==> src/rtl/carry_select_adder_16bit.sv <==
// 16-bit carry-select adder built from 4-bit ripple-carry blocks.
// The sum and carry-out are registered, so each result appears one clock after its operands.

module csa_full_adder (
    input  logic x,
    input  logic y,
    input  logic c,
    output logic s,
    output logic co
);
    logic p;

    always_comb begin
        p  = x ^ y;
        s  = p ^ c;
        co = (x & y) | (c & p);
    end
endmodule

module csa_rca4 (
    input  logic [3:0] x,
    input  logic [3:0] y,
    input  logic       c_in,
    output logic [3:0] s,
    output logic       c_out
);
    logic [4:0] c;

    assign c[0]  = c_in;
    assign c_out = c[4];

    for (genvar i = 0; i < 4; i++) begin : g_bit
        csa_full_adder u_fa (
            .x  (x[i]),
            .y  (y[i]),
            .c  (c[i]),
            .s  (s[i]),
            .co (c[i+1])
        );
    end
endmodule

// The sum is precomputed for carry-in 0 and for carry-in 1; the real incoming carry picks one.
module csa_select_block (
    input  logic [3:0] x,
    input  logic [3:0] y,
    input  logic       c_sel,
    output logic [3:0] s,
    output logic       c_out
);
    logic [3:0] s0;
    logic [3:0] s1;
    logic       c0;
    logic       c1;

    csa_rca4 u_rca_c0 (
        .x     (x),
        .y     (y),
        .c_in  (1'b0),
        .s     (s0),
        .c_out (c0)
    );

    csa_rca4 u_rca_c1 (
        .x     (x),
        .y     (y),
        .c_in  (1'b1),
        .s     (s1),
        .c_out (c1)
    );

    always_comb begin
        s     = c_sel ? s1 : s0;
        c_out = c_sel ? c1 : c0;
    end
endmodule

module carry_select_adder_16bit #(
    parameter int WIDTH = 16,
    parameter int BLOCK = 4
) (
    input  logic             clk,
    input  logic             rst,
    input  logic [WIDTH-1:0] a,
    input  logic [WIDTH-1:0] b,
    input  logic             cin,
    output logic [WIDTH-1:0] sum,
    output logic             cout
);
    localparam int NUM_BLK = WIDTH / BLOCK;

    logic [NUM_BLK:0] blk_c;
    logic [WIDTH-1:0] sum_d;
    logic [WIDTH-1:0] sum_q;
    logic             cout_d;
    logic             cout_q;

    assign blk_c[0] = cin;

    csa_rca4 u_blk0 (
        .x     (a[BLOCK-1:0]),
        .y     (b[BLOCK-1:0]),
        .c_in  (blk_c[0]),
        .s     (sum_d[BLOCK-1:0]),
        .c_out (blk_c[1])
    );

    for (genvar k = 1; k < NUM_BLK; k++) begin : g_blk
        csa_select_block u_sel (
            .x     (a[k*BLOCK +: BLOCK]),
            .y     (b[k*BLOCK +: BLOCK]),
            .c_sel (blk_c[k]),
            .s     (sum_d[k*BLOCK +: BLOCK]),
            .c_out (blk_c[k+1])
        );
    end

    always_comb begin
        cout_d = blk_c[NUM_BLK];
    end

    always_ff @(posedge clk or posedge rst) begin
        if (rst) begin
            sum_q  <= '0;
            cout_q <= 1'b0;
        end else begin
            sum_q  <= sum_d;
            cout_q <= cout_d;
        end
    end

    assign sum  = sum_q;
    assign cout = cout_q;
endmodule

==> config.mk <==
export PLATFORM = sky130hd
export DESIGN_NAME = carry_select_adder_16bit
export DESIGN_NICKNAME = d
export VERILOG_FILES = /design/src/rtl/carry_select_adder_16bit.sv
export SDC_FILE = /design/constraint.sdc
export NUM_CORES = 1
export LEC_CHECK = 0
export ABC_AREA = 1
export BUFFER_PORTS_ARGS = -buffer_cell sky130_fd_sc_hd__buf_2
export CORE_MARGIN = 5
export CORE_UTILIZATION = 47
export DETAILED_ROUTE_END_ITERATION = 12
export PLACE_DENSITY = 0.83
export SYNTH_ARGS = -nofsm -noshare
export SYNTH_HDL_FRONTEND = slang
export SYNTH_HIERARCHICAL = 1
export SYNTH_SLANG_ARGS = --single-unit
==> constraint.sdc <==
create_clock -name clk -period 0.8 [get_ports clk]
set_input_delay 0.08 -clock clk [delete_from_list [all_inputs] [get_ports clk]]
set_output_delay 0.08 -clock clk [all_outputs]
set_load 0.1 [all_outputs]
# ---- Word-level counts from Yosys, hierarchy flattened
# Index checks and enable logic that the tools add are counted.
dict set report op_classes {
  bitwise 104
  n_mux 6
}
# cell n
set op_table {}
lappend op_table {{1-bit bitwise AND} 38}
lappend op_table {{1-bit XOR} 38}
lappend op_table {{1-bit OR} 25}
lappend op_table {{4-bit two-way mux} 3}
lappend op_table {{1-bit two-way mux} 3}
lappend op_table {{1-bit inverter} 3}
dict set report totals {
  input_bits 35
  ff_bits 17
  out_inout_bits 17
}

# ---- Depth between registers and ports, before layout
# Gate-level depths: netlist of run 1.
dict set report logic_depth {
  depth_word 12
  depth_mapped 13
  ltp_nobuf 13
}

# ---- Modules after synthesis
# Netlist of run 1, hierarchy kept.
# module n_inst cells_each seq_area_each_um2 area_each_um2
set modules_own_cells {}
lappend modules_own_cells {csa_full_adder 28 1 0.0 20.0}
lappend modules_own_cells {carry_select_adder_16bit 1 18 425.4 429.2}
lappend modules_own_cells {csa_select_block 3 18 0.0 67.6}

# ---- Worst setup path after synthesis of run 1
# No wires, ideal clock.
dict set report synth_timing {
  path_type {input to register}
  start {in cin}
  end {reg sum_q[12] (netlist: sum[12])}
  n_path_buf 0
  arrival_time_ps 2592
  path_stages 12
  setup_slack_ps -1909
  cell_sequence {fa_1 fa_1 fa_1 fa_1 inv_2 nand2_1 nand2_1 nand2_1 nand2_1 inv_2 nand2_1 nand2_1}
}
dict set report synth_via {
  elab_chain_len 11
}
# item line_no
set synth_lines {}
lappend synth_lines {{start: declaration} 86} ;# input logic cin,
lappend synth_lines {{1-bit bitwise AND} 16} ;# co = (x & y) | (c & p);
lappend synth_lines {{1-bit OR} 16}
lappend synth_lines {{1-bit bitwise AND} 16}
lappend synth_lines {{1-bit OR} 16}
lappend synth_lines {{via u_blk0.c[2]} 27} ;# logic [4:0] c;
lappend synth_lines {{1-bit bitwise AND} 16}
lappend synth_lines {{1-bit OR} 16}
lappend synth_lines {{via u_blk0.c[3]} 27}
lappend synth_lines {{1-bit bitwise AND} 16}
lappend synth_lines {{1-bit OR} 16}
lappend synth_lines {{via blk_c[1]} 92} ;# logic [NUM_BLK:0] blk_c;
lappend synth_lines {{1-bit two-way mux} 74} ;# c_out = c_sel ? c1 : c0;
lappend synth_lines {{via blk_c[2]} 92}
lappend synth_lines {{1-bit two-way mux} 74}
lappend synth_lines {{via blk_c[3]} 92}
lappend synth_lines {{4-bit two-way mux} 73} ;# s = c_sel ? s1 : s0;
lappend synth_lines {{via sum_d[12]} 93} ;# logic [WIDTH-1:0] sum_d;
lappend synth_lines {{end signal: assignment} 127} ;# sum_q <= sum_d;
lappend synth_lines {{end: declaration} 94} ;# logic [WIDTH-1:0] sum_q;
# The timed path passes the listed nets, and every way through them passes these cells.

# ---- Worst setup path after layout of run 1
dict set report layout_timing {
  start {in a[0]}
  end {reg sum_q[13] (netlist: sum[13])}
}
dict set report layout_via {
  elab_chain_len 12
  elab_cells_between_ends 13
}
# item line_no
set layout_lines {}
lappend layout_lines {{start: declaration} 84} ;# input logic [WIDTH-1:0] a,
lappend layout_lines {{1-bit XOR} 14} ;# p = x ^ y;
lappend layout_lines {{1-bit bitwise AND} 16}
lappend layout_lines {{1-bit OR (*)} 16}
lappend layout_lines {{via u_blk0.c[1]} 27}
lappend layout_lines {{1-bit bitwise AND (*)} 16}
lappend layout_lines {{1-bit OR (*)} 16}
lappend layout_lines {{via u_blk0.c[2]} 27}
lappend layout_lines {{1-bit bitwise AND (*)} 16}
lappend layout_lines {{(+1 left out)} -}
lappend layout_lines {{via u_blk0.c[3]} 27}
lappend layout_lines {{(+1 left out)} -}
lappend layout_lines {{1-bit OR (*)} 16}
lappend layout_lines {{via blk_c[1]} 92}
lappend layout_lines {{1-bit two-way mux (*)} 74}
lappend layout_lines {{via blk_c[2]} 92}
lappend layout_lines {{1-bit two-way mux (*)} 74}
lappend layout_lines {{via blk_c[3]} 92}
lappend layout_lines {{4-bit two-way mux (*)} 73}
lappend layout_lines {{via sum_d[13]} 93}
# Mark *: on every way through the listed nets, which the timed path passes. The rest lies on a longest branch.

==> summary.txt, run 1 <==
Setup path
  • Crit Path Max Fanout: 6
  • Worst path most repeated cell: fa_2
  • CP top delay family: adder cells
  • Critical Path Start Type: primary input
  • CP required: 0.97 ns
  • Slowest-stage cell, CP: fa_2
  • Crit path kind: primary input to flip-flop
  • Setup crit end kind: flip-flop
  • Cells along the critical path: buf_6, fa_2, fa_2, fa_2, fa_2, nand2_2, nand2_4, inv_2, nand2_2, nand2_4, inv_4, nand2_2, nand2_1
  • Critical Path AT: 2.21 ns
  • Slowest stage delay, CP: around 0.38 ns
  • Buf/Inv on CP: 3

Clock tree
  • CTS tree: yes
  • TritonCTS buffer count: 3
  • H-tree depth: 1
  • Clock Sink Count: 17
  • CTS Root Cell: clkbuf_4
  • Clk buf depth: 2
  • Clock slew at reported path FFs: about 0.09 ns

Route
  • Vias per cell: 4.668
  • Iter 0 DRT Violations: 25
  • Routed Antenna Nets: 0
  • Drt drc: 0
  • Vias: 901
  • 1st-pass router iterations: 4
  • WL/cell: 13.31 µm
  • Total wire length: roughly 2600 µm

Die
  • Die Area: between 3000 and 4000 µm²
  • FP Rows: 18
  • Io pins: 52
  • Die W: 60.37 µm
  • CORE AREA: approximately 2500 µm²
  • Initial Util: 0.4857
  • Die Y: 60.37 µm

STA
  • Final Hold Vio Count: 0
  • RSZ-0062 raised after global routing: yes
  • Final min period: 2.039 ns
  • Final period util: 2.548
  • Final setup TNS: -18.30 ns
  • Final Worst Setup Slack: -1.239 ns
  • Slew Limit Fails: 0
  • Setup Viol. Count Final: 33
  • Max Fclk: 0.4905 GHz

Run status
  • Status: complete, but fails checks
  • Failing checks: setup timing

Pwr
  • Int Power: 0.002419 W
  • LEAKAGE: 0.9019 nW
  • Clock Power Share: 0.088
  • Switching portion of total power: 0.5016
  • Sequential power share: 0.257
  • Power Total: 0.004854 W
  • Sw power: 0.002435 W
  • Gate power share: 0.655
  • Pwr dens: approximately 2500 nW/µm²
  • VDD IR max: 0.001869 V

Placement
  • DP HPWL: 2410 µm
  • Port-buffer cells: 51
  • GP Congestion: 0.7705

Synth
  • Avg Inst Size Synth: 11.92 µm²
  • Mapped Nets: 163
  • Post-Syn Area: 1192 µm²
  • Yosys cell types: 6
  • Gate Count Post-Synth: 100
  • Sequential area share after synthesis: 0.3568
  • Yosys warning total: 6
  • #FFs+latches synth: 17

Final layout
  • Final net count: about 230
  • Antenna cell count: 0
  • Layout fillers: 150
  • Fraction of layout cells with a size suffix above 1: 0.6258
  • Area grow syn2layout: 61.70%

Global routing
  • GRT overflow: 0
  • Vias in the first global route: 1053
  • First-pass GRT wire length: between 4000 and 5000 µm
  • Largest net degree at the start of global routing: 11
  • Total GRT Usage: 0.1621
  • Initial antenna violation count: 0

Min path
  • Hold Path Class: primary input to flip-flop

Job
  • Total of max-cap violations: 0
[layer usage]
| layer | vias up | track usage | part of all wire |
|---|---|---|---|
| li1 | 411 | - | - |
| met1 | 447 | 0.1688 | 0.31 |
| met2 | 35 | 0.3194 | 0.59 |
| met3 | 8 | 0.02979 | 0.069 |
| met4 | 0 | 0.05696 | 0.028 |
| met5 | - | 0 | 0 |
[synth_stat cells (all sizes together)]
cell type,count,area share
nand2,45,0.14
dfrtp,17,0.36
conb,6,0.019
fa,28,0.47
inv,4,0.013
[worst paths after layout]
| kind | startpoint | to | slack (ns) | cells after the start |
|---|---|---|---|---|
| setup / recovery | a[0] | sum[13] | -1.24 | 13 |
| hold / removal | b[2] | sum[2] | 0.12 | 2 |
| min in group asynchronous | rst | sum[14] | 0.34 | 4 |
| max in group asynchronous | rst | sum[6] | 0.30 | 4 |
[logic make-up after synthesis]
logic type    synth area share
fa+ha+maj               0.4701
buf+inv                0.01259
flops                   0.3568
other cells            0.01889
simple gates            0.1417
[repair_timing]
item                                   in CTS  in global routing
setup endpoints to repair                  33                 33
resized for setup                          12                  3
buffers inserted                            5                  1
pin swaps                                  13                  8
endpoints found under the hold margin      17                  0
hold buffers                                1                  0
[power by group through the flow]
stage | combinational [W] | sequential [W] | clock (W)
6_report | 0.00318 | 0.00125 | 0.000430
5_1_grt | 0.00335 | 0.00126 | 0.000486
4_1_cts | 0.00322 | 0.00125 | 0.000442
3_5_place_dp | 0.00313 | 0.00127 | 0
3_3_place_gp | 0.00304 | 0.00126 | 0
2_1_floorplan | 0.000458 | 0.00260 | 0
[flip-flops by register name, indices dropped and copies added (netlist names)]
signal / flops
cout: 1
sum: 16
[cell type report]
type / count / area [µm²] / share of cell area
Inverter: 4 / 17.52 / 0.009085
Sequential cell: 17 / 440.4 / 0.2284
Timing Repair Buffer: 59 / 579.3 / 0.3005
Multi-Input combinational cell: 79 / 827.0 / 0.4289
Tap cell: 30 / 37.54 / 0.01947
Clock buffer: 4 / 26.28 / 0.01363
[metrics by stage]
step                hold WS (ns)  instances  area, µm²  worst slack, ns  utilization
floorplan               0.005243        100       1247           -1.407            -
global placement         0.07241        187       1841           -1.530       0.7497
detailed placement       0.08425        187       1841           -1.661       0.7497
CTS                       0.1118        195       1939           -1.336       0.7900
global route              0.1079        193       1928           -1.305       0.7854
finish                    0.1183        193       1928           -1.239       0.7854
[cells in the final DEF (no fill, tap or decap)]
cell type      instances
nand2_1               35
buf_2                 33
buf_12                17
fa_2                  16
fa_1                  12
dfrtp_2               12
nand2_2                8
buf_4                  7
conb_1                 6
dfrtp_1                5
clkbuf_4               3
inv_2                  2
nand2_4                2
inv_1                  1
clkbuf_1               1
inv_4                  1
dlygate4sd3_1          1
buf_6                  1
(Power assumes the default switching activity.)
==> run 2, diff against run 1 <==
--- a/config.mk
+++ b/config.mk
@@ -15,3 +15,4 @@
 export SYNTH_HDL_FRONTEND = slang
 export SYNTH_HIERARCHICAL = 1
 export SYNTH_SLANG_ARGS = --single-unit
+export TNS_END_PERCENT = 30
==> run 2 against run 1 <==
Effect of this change: the flow still finishes with violations (setup timing); via count rose by 0.11%; critical path type unchanged; fmax grew 0.93%; setup slack better by 0.019 ns; final cell count increased by 0.52%; hold slack worse by 0.0061 ns; total power is 1.4% higher; first-iteration DRC count decreased by 52%; utilization is 1.5 points higher; wire length up 9.5%.
==> summary.txt, run 2 (synthesized netlist as in run 1, its figures left out) <==
STA
  • RSZ-0062 raised after global routing: yes
  • Final setup TNS: -18.67 ns
  • Slew Limit Fails: 0
  • Final min period: 2.020 ns
  • Final period util: 2.525
  • Setup Viol. Count Final: 33
  • Max Fclk: between 0.4 and 0.5 GHz
  • Final Worst Setup Slack: -1.220 ns
  • Final Hold Vio Count: 0

Route
  • Vias: 902
  • Routed Antenna Nets: 0
  • WL/cell: 14.49 µm
  • Vias per cell: 4.649
  • Iter 0 DRT Violations: 12
  • Total wire length: 2812 µm
  • Drt drc: 0
  • 1st-pass router iterations: 4

Setup path
  • Crit path from: cin
  • Critical Path AT: 2.19 ns
  • Crit path kind: primary input to flip-flop
  • CP required: slightly below 1 ns
  • Critical Path Start Type: primary input
  • Setup crit end kind: flip-flop
  • Crit Path Max Fanout: 6

Clock tree
  • H-tree depth: 1
  • Clock Sink Count: 17
  • Clk buf depth: 2
  • CTS tree: yes
  • TritonCTS buffer count: 3
  • CTS Root Cell: clkbuf_4
  • Clock slew at reported path FFs: around 0.10 ns

Run status
  • Failing checks: setup timing
  • Status: complete, but fails checks

Global routing
  • Initial antenna violation count: 0
  • GRT overflow: 0
  • Vias in the first global route: around 1100
  • Largest net degree at the start of global routing: 18
  • First-pass GRT wire length: about 4500 µm
  • Total GRT Usage: 0.1714

Die
  • FP Rows: 18
  • Die Y: 60.37 µm
  • CORE AREA: 2455 µm²
  • Die Area: 3645 µm²
  • Io pins: 52
  • Die W: 60.37 µm
  • Initial Util: 0.4857

Placement
  • Port-buffer cells: 51
  • DP HPWL: around 2400 µm
  • GP Congestion: about 0.72

Final layout
  • Final net count: 228
  • Antenna cell count: 0
  • Area grow syn2layout: 64.74%
  • Fraction of layout cells with a size suffix above 1: 0.5976
  • Commonest cells after routing, fill and taps aside: nand2_1, buf_2, fa_2
  • Max reg flops: 16
  • Layout fillers: 140
  • Util after Layout: 0.8002

Pwr
  • LEAKAGE: 0.9278 nW
  • Gate power share: 0.661
  • Sequential power share: 0.248
  • Pwr dens: approximately 2500 nW/µm²
  • Clock Power Share: 0.091
  • Switching portion of total power: 0.5049
  • VDD IR max: 0.002329 V
  • Sw power: between 0.002 and 0.0025 W
  • Int Power: 0.002438 W

Min path
  • Hold Crit Start: b[2]
  • Hold Path Class: primary input to flip-flop

Job
  • Total of max-cap violations: 0
[run 2: path summary, 6_finish.rpt]
check / end / slack [ns] / depth (start not counted)
worst max-delay path: sum[15] / -1.22 / 13
min in group asynchronous: sum[6] / 0.36 / 4
worst min-delay path: sum[2] / 0.11 / 2
max in group asynchronous: sum[10] / 0.25 / 4
[run 2: routing by layer]
metal,GRT usage,up-vias,share of wire
li1,-,413,-
met1,0.1752,448,0.30
met2,0.3441,35,0.62
met3,0.02766,6,0.059
met4,0.06013,0,0.020
met5,0,-,0
[run 2: critical path, stage by stage]
cell     delay (ns)
buf_6          0.10
fa_2           0.39
fa_2           0.35
fa_2           0.35
fa_2           0.38
inv_2          0.08
nand2_2        0.06
nand2_4        0.07
nand2_2        0.06
nand2_4        0.11
inv_4          0.06
nand2_2        0.05
nand2_1        0.06
[run 2: stage by stage]
stage / area (µm²) / hold WS (ns) / std cells / setup WS [ns] / power (W)
2_1_floorplan: 1232 / 0.006069 / 100 / -1.407 / 0.003036
3_3_place_gp: 1818 / 0.09479 / 186 / -1.520 / 0.004270
3_5_place_dp: 1818 / 0.1089 / 186 / -1.588 / 0.004359
4_1_cts: 1918 / 0.1116 / 195 / -1.202 / 0.004866
5_1_grt: 1964 / 0.1072 / 194 / -1.296 / 0.005166
6_report: 1964 / 0.1122 / 194 / -1.220 / 0.004923
[run 2: cell type report]
class | instances | area, µm² | share of cell area
Inverter | 4 | 17.52 | 0.008917
Sequential cell | 17 | 425.4 | 0.2166
Multi-Input combinational cell | 79 | 844.6 | 0.4299
Timing Repair Buffer | 60 | 613.1 | 0.3121
Tap cell | 30 | 37.54 | 0.01911
Clock buffer | 4 | 26.28 | 0.01338
[run 2: power groups by stage]
stage | logic [W] | registers (W) | clock network [W]
2_1_floorplan | 0.000461 | 0.00257 | 0
3_3_place_gp | 0.00303 | 0.00124 | 0
3_5_place_dp | 0.00311 | 0.00124 | 0
4_1_cts | 0.00319 | 0.00123 | 0.000455
5_1_grt | 0.00344 | 0.00124 | 0.000488
6_report | 0.00326 | 0.00122 | 0.000448
[run 2: repair_timing]
action	in CTS	in global routing
buffers inserted	4	1
endpoints found under the hold margin	17	0
hold buffers	1	0
pin swaps	6	12
resized for setup	10	20
endpoints found under the setup margin	33	33
==> run 3, diff against run 2 <==
--- a/config.mk
+++ b/config.mk
@@ -5,12 +5,11 @@
 export SDC_FILE = /design/constraint.sdc
 export NUM_CORES = 1
 export LEC_CHECK = 0
-export ABC_AREA = 1
 export BUFFER_PORTS_ARGS = -buffer_cell sky130_fd_sc_hd__buf_2
 export CORE_MARGIN = 5
 export CORE_UTILIZATION = 47
 export DETAILED_ROUTE_END_ITERATION = 12
-export PLACE_DENSITY = 0.83
+export PLACE_DENSITY = 0.84
 export SYNTH_ARGS = -nofsm -noshare
 export SYNTH_HDL_FRONTEND = slang
 export SYNTH_HIERARCHICAL = 1
==> run 3 against run 2 <==
Effect of this change: the run still ends with setup timing left; clock power increased by 4%; synthesized cell count fell by 33%; combinational power shrank 4%; hold slack got worse by 0.012 ns; flip-flop and latch count did not move; critical path type unchanged; largest cell class unchanged; highest routed layer unchanged.
==> summary.txt, run 3 <==
Die
  • Die W: about 60 µm
  • FP Rows: 18
  • Die Y: approximately 60 µm
  • Initial Util: 0.4856
  • Io pins: 52
  • CORE AREA: ~2400 µm²
  • Die Area: 3616 µm²

Pwr
  • Clock Power Share: 0.097
  • Pwr dens: 2595 nW/µm²
  • Switching portion of total power: 0.4928
  • Sequential power share: 0.255
  • Sw power: between 0.002 and 0.0025 W
  • Int Power: around 0.0024 W
  • LEAKAGE: 0.8275 nW
  • Gate power share: 0.648
  • VDD IR max: 0.002011 V

Global routing
  • GRT overflow: 0
  • Total GRT Usage: 0.1684
  • Vias in the first global route: 919
  • Initial antenna violation count: 0
  • Largest net degree at the start of global routing: 18
  • First-pass GRT wire length: 4271 µm

Route
  • Drt drc: 0
  • Iter 0 DRT Violations: 10
  • Vias per cell: 4.637
  • 1st-pass router iterations: 4
  • Routed Antenna Nets: 0
  • Total wire length: 2602 µm
  • WL/cell: 16.57 µm
  • Vias: 728

Synth
  • Post-synth EDFFs: 0
  • Area leader, netlist: fa_1
  • Post-Syn Area: 1181 µm²
  • #FFs+latches synth: 17
  • Post-synth top flop: dfrtp_1
  • Synth top area cells: fa_1, dfrtp_1, mux2_2
  • Avg Inst Size Synth: about 18 µm²
  • Asr flop ratio synth: 1.000
  • Yosys cell types: 5
  • Sequential area share after synthesis: 0.3602
  • Top-count cell post-synth: fa_1
  • Gate Count Post-Synth: 67
  • Mapped Nets: 130
  • Yosys warning total: 6
  • Top cells by count, synth: fa_1, dfrtp_1, mux2_2, conb_1, inv_1
  • Synth top area share: 0.4746

STA
  • Final period util: 2.995
  • Final Worst Setup Slack: -1.596 ns
  • RSZ-0062 raised after global routing: yes
  • Final Hold Vio Count: 0
  • Final setup TNS: -21.77 ns
  • Final min period: 2.396 ns
  • Setup Viol. Count Final: 33
  • Max Fclk: 0.4174 GHz
  • Slew Limit Fails: 0

Placement
  • DP HPWL: roughly 2400 µm
  • Inst Count DP: 151
  • Pre-CTS setup slack: -1.946 ns
  • GP Congestion: 0.7054
  • Port-buffer cells: 51

Setup path
  • CP required: around 1 ns
  • Crit path kind: primary input to flip-flop
  • Setup crit end kind: flip-flop
  • Crit Path Max Fanout: 5
  • Critical Path Start Type: primary input
  • Critical Path AT: 2.58 ns

Final layout
  • Area grow syn2layout: 57.41%
  • Commonest cells after routing, fill and taps aside: buf_2, dfrtp_1, buf_12
  • Commonest non-fill, non-tap cell in the layout: buf_2
  • Final net count: 191
  • Max reg flops: 16
  • Antenna cell count: 0
  • Non-Filler Instances: 157
  • Fraction of layout cells with a size suffix above 1: 0.6929

Clock tree
  • CTS Root Cell: clkbuf_4
  • TritonCTS buffer count: 3
  • CTS tree: yes
  • H-tree depth: 1
  • Clock Sink Count: 17
  • Clk buf depth: 2
  • Clock slew at reported path FFs: 0.11 ns

Run status
  • Status: complete, but fails checks
  • Failing checks: setup timing

Job
  • Total of max-cap violations: 0

Min path
  • Hold Path Class: primary input to flip-flop
[run 3: path summary, 6_finish.rpt]
check	end	cells past startpoint	start
max	sum[14]	8	cin
min	sum[3]	2	b[3]
max in group asynchronous	sum[13]	4	rst
min in group asynchronous	sum[9]	4	rst
[run 3: area by class of cell]
class	instances	area (µm²)
multi-input cells	49	798.3
repair buffers	56	566.8
clock inverters	1	5.005
clock buffers	3	22.52
inverters	1	3.754
flip-flops and latches	17	425.4
fillers	141	573.1
well taps	30	37.54
[run 3: critical path, cell delays in order]
cell	delay, ns
buf_6	0.09
fa_2	0.38
fa_2	0.35
fa_2	0.34
fa_2	0.35
mux2_4	0.32
mux2_4	0.35
mux2_4	0.30
[run 3: logic make-up after synthesis]
family,Yosys count,synth area share
adder cells (fa/ha/maj),28,0.4746
flip-flops,17,0.3602
other,6,0.01907
buffers and inverters,1,0.003175
multiplexers,15,0.1430
[run 3: layer usage]
layer / vias up / share of wire / global-route usage
met5: - / 0 / 0
met4: 0 / 0.0077 / 0.05696
met3: 2 / 0.066 / 0.03672
met2: 28 / 0.60 / 0.3117
met1: 374 / 0.32 / 0.1883
li1: 324 / - / -
[run 3: power by group through the flow]
stage / clock network (W) / registers, W / logic, W
detailed placement: 0 / 0.00126 / 0.00312
CTS: 0.000484 / 0.00124 / 0.00315
global placement: 0 / 0.00125 / 0.00302
global route: 0.000518 / 0.00125 / 0.00327
finish: 0.000467 / 0.00123 / 0.00313
floorplan: 0 / 0.00260 / 0.000451
[run 3: through the flow]
step                area [µm²]  utilization  total power (W)  hold slack [ns]
global route              1859       0.7644         0.005034          0.08704
detailed placement        1784       0.7335         0.004371           0.1194
floorplan                 1214            -         0.003047         0.006069
finish                    1859       0.7644         0.004825          0.09991
CTS                       1848       0.7598         0.004866          0.08647
global placement          1784       0.7335         0.004268          0.09404
[run 3: timing repair]
| item | 4_1_cts | 5_1_grt |
|---|---|---|
| setup buffers | 0 | 1 |
| endpoints found under the setup margin | 33 | 33 |
| gates resized for setup | 8 | 1 |
| hold buffers | 1 | 0 |
| endpoints found under the hold margin | 17 | 0 |
| pin swaps | 4 | 1 |
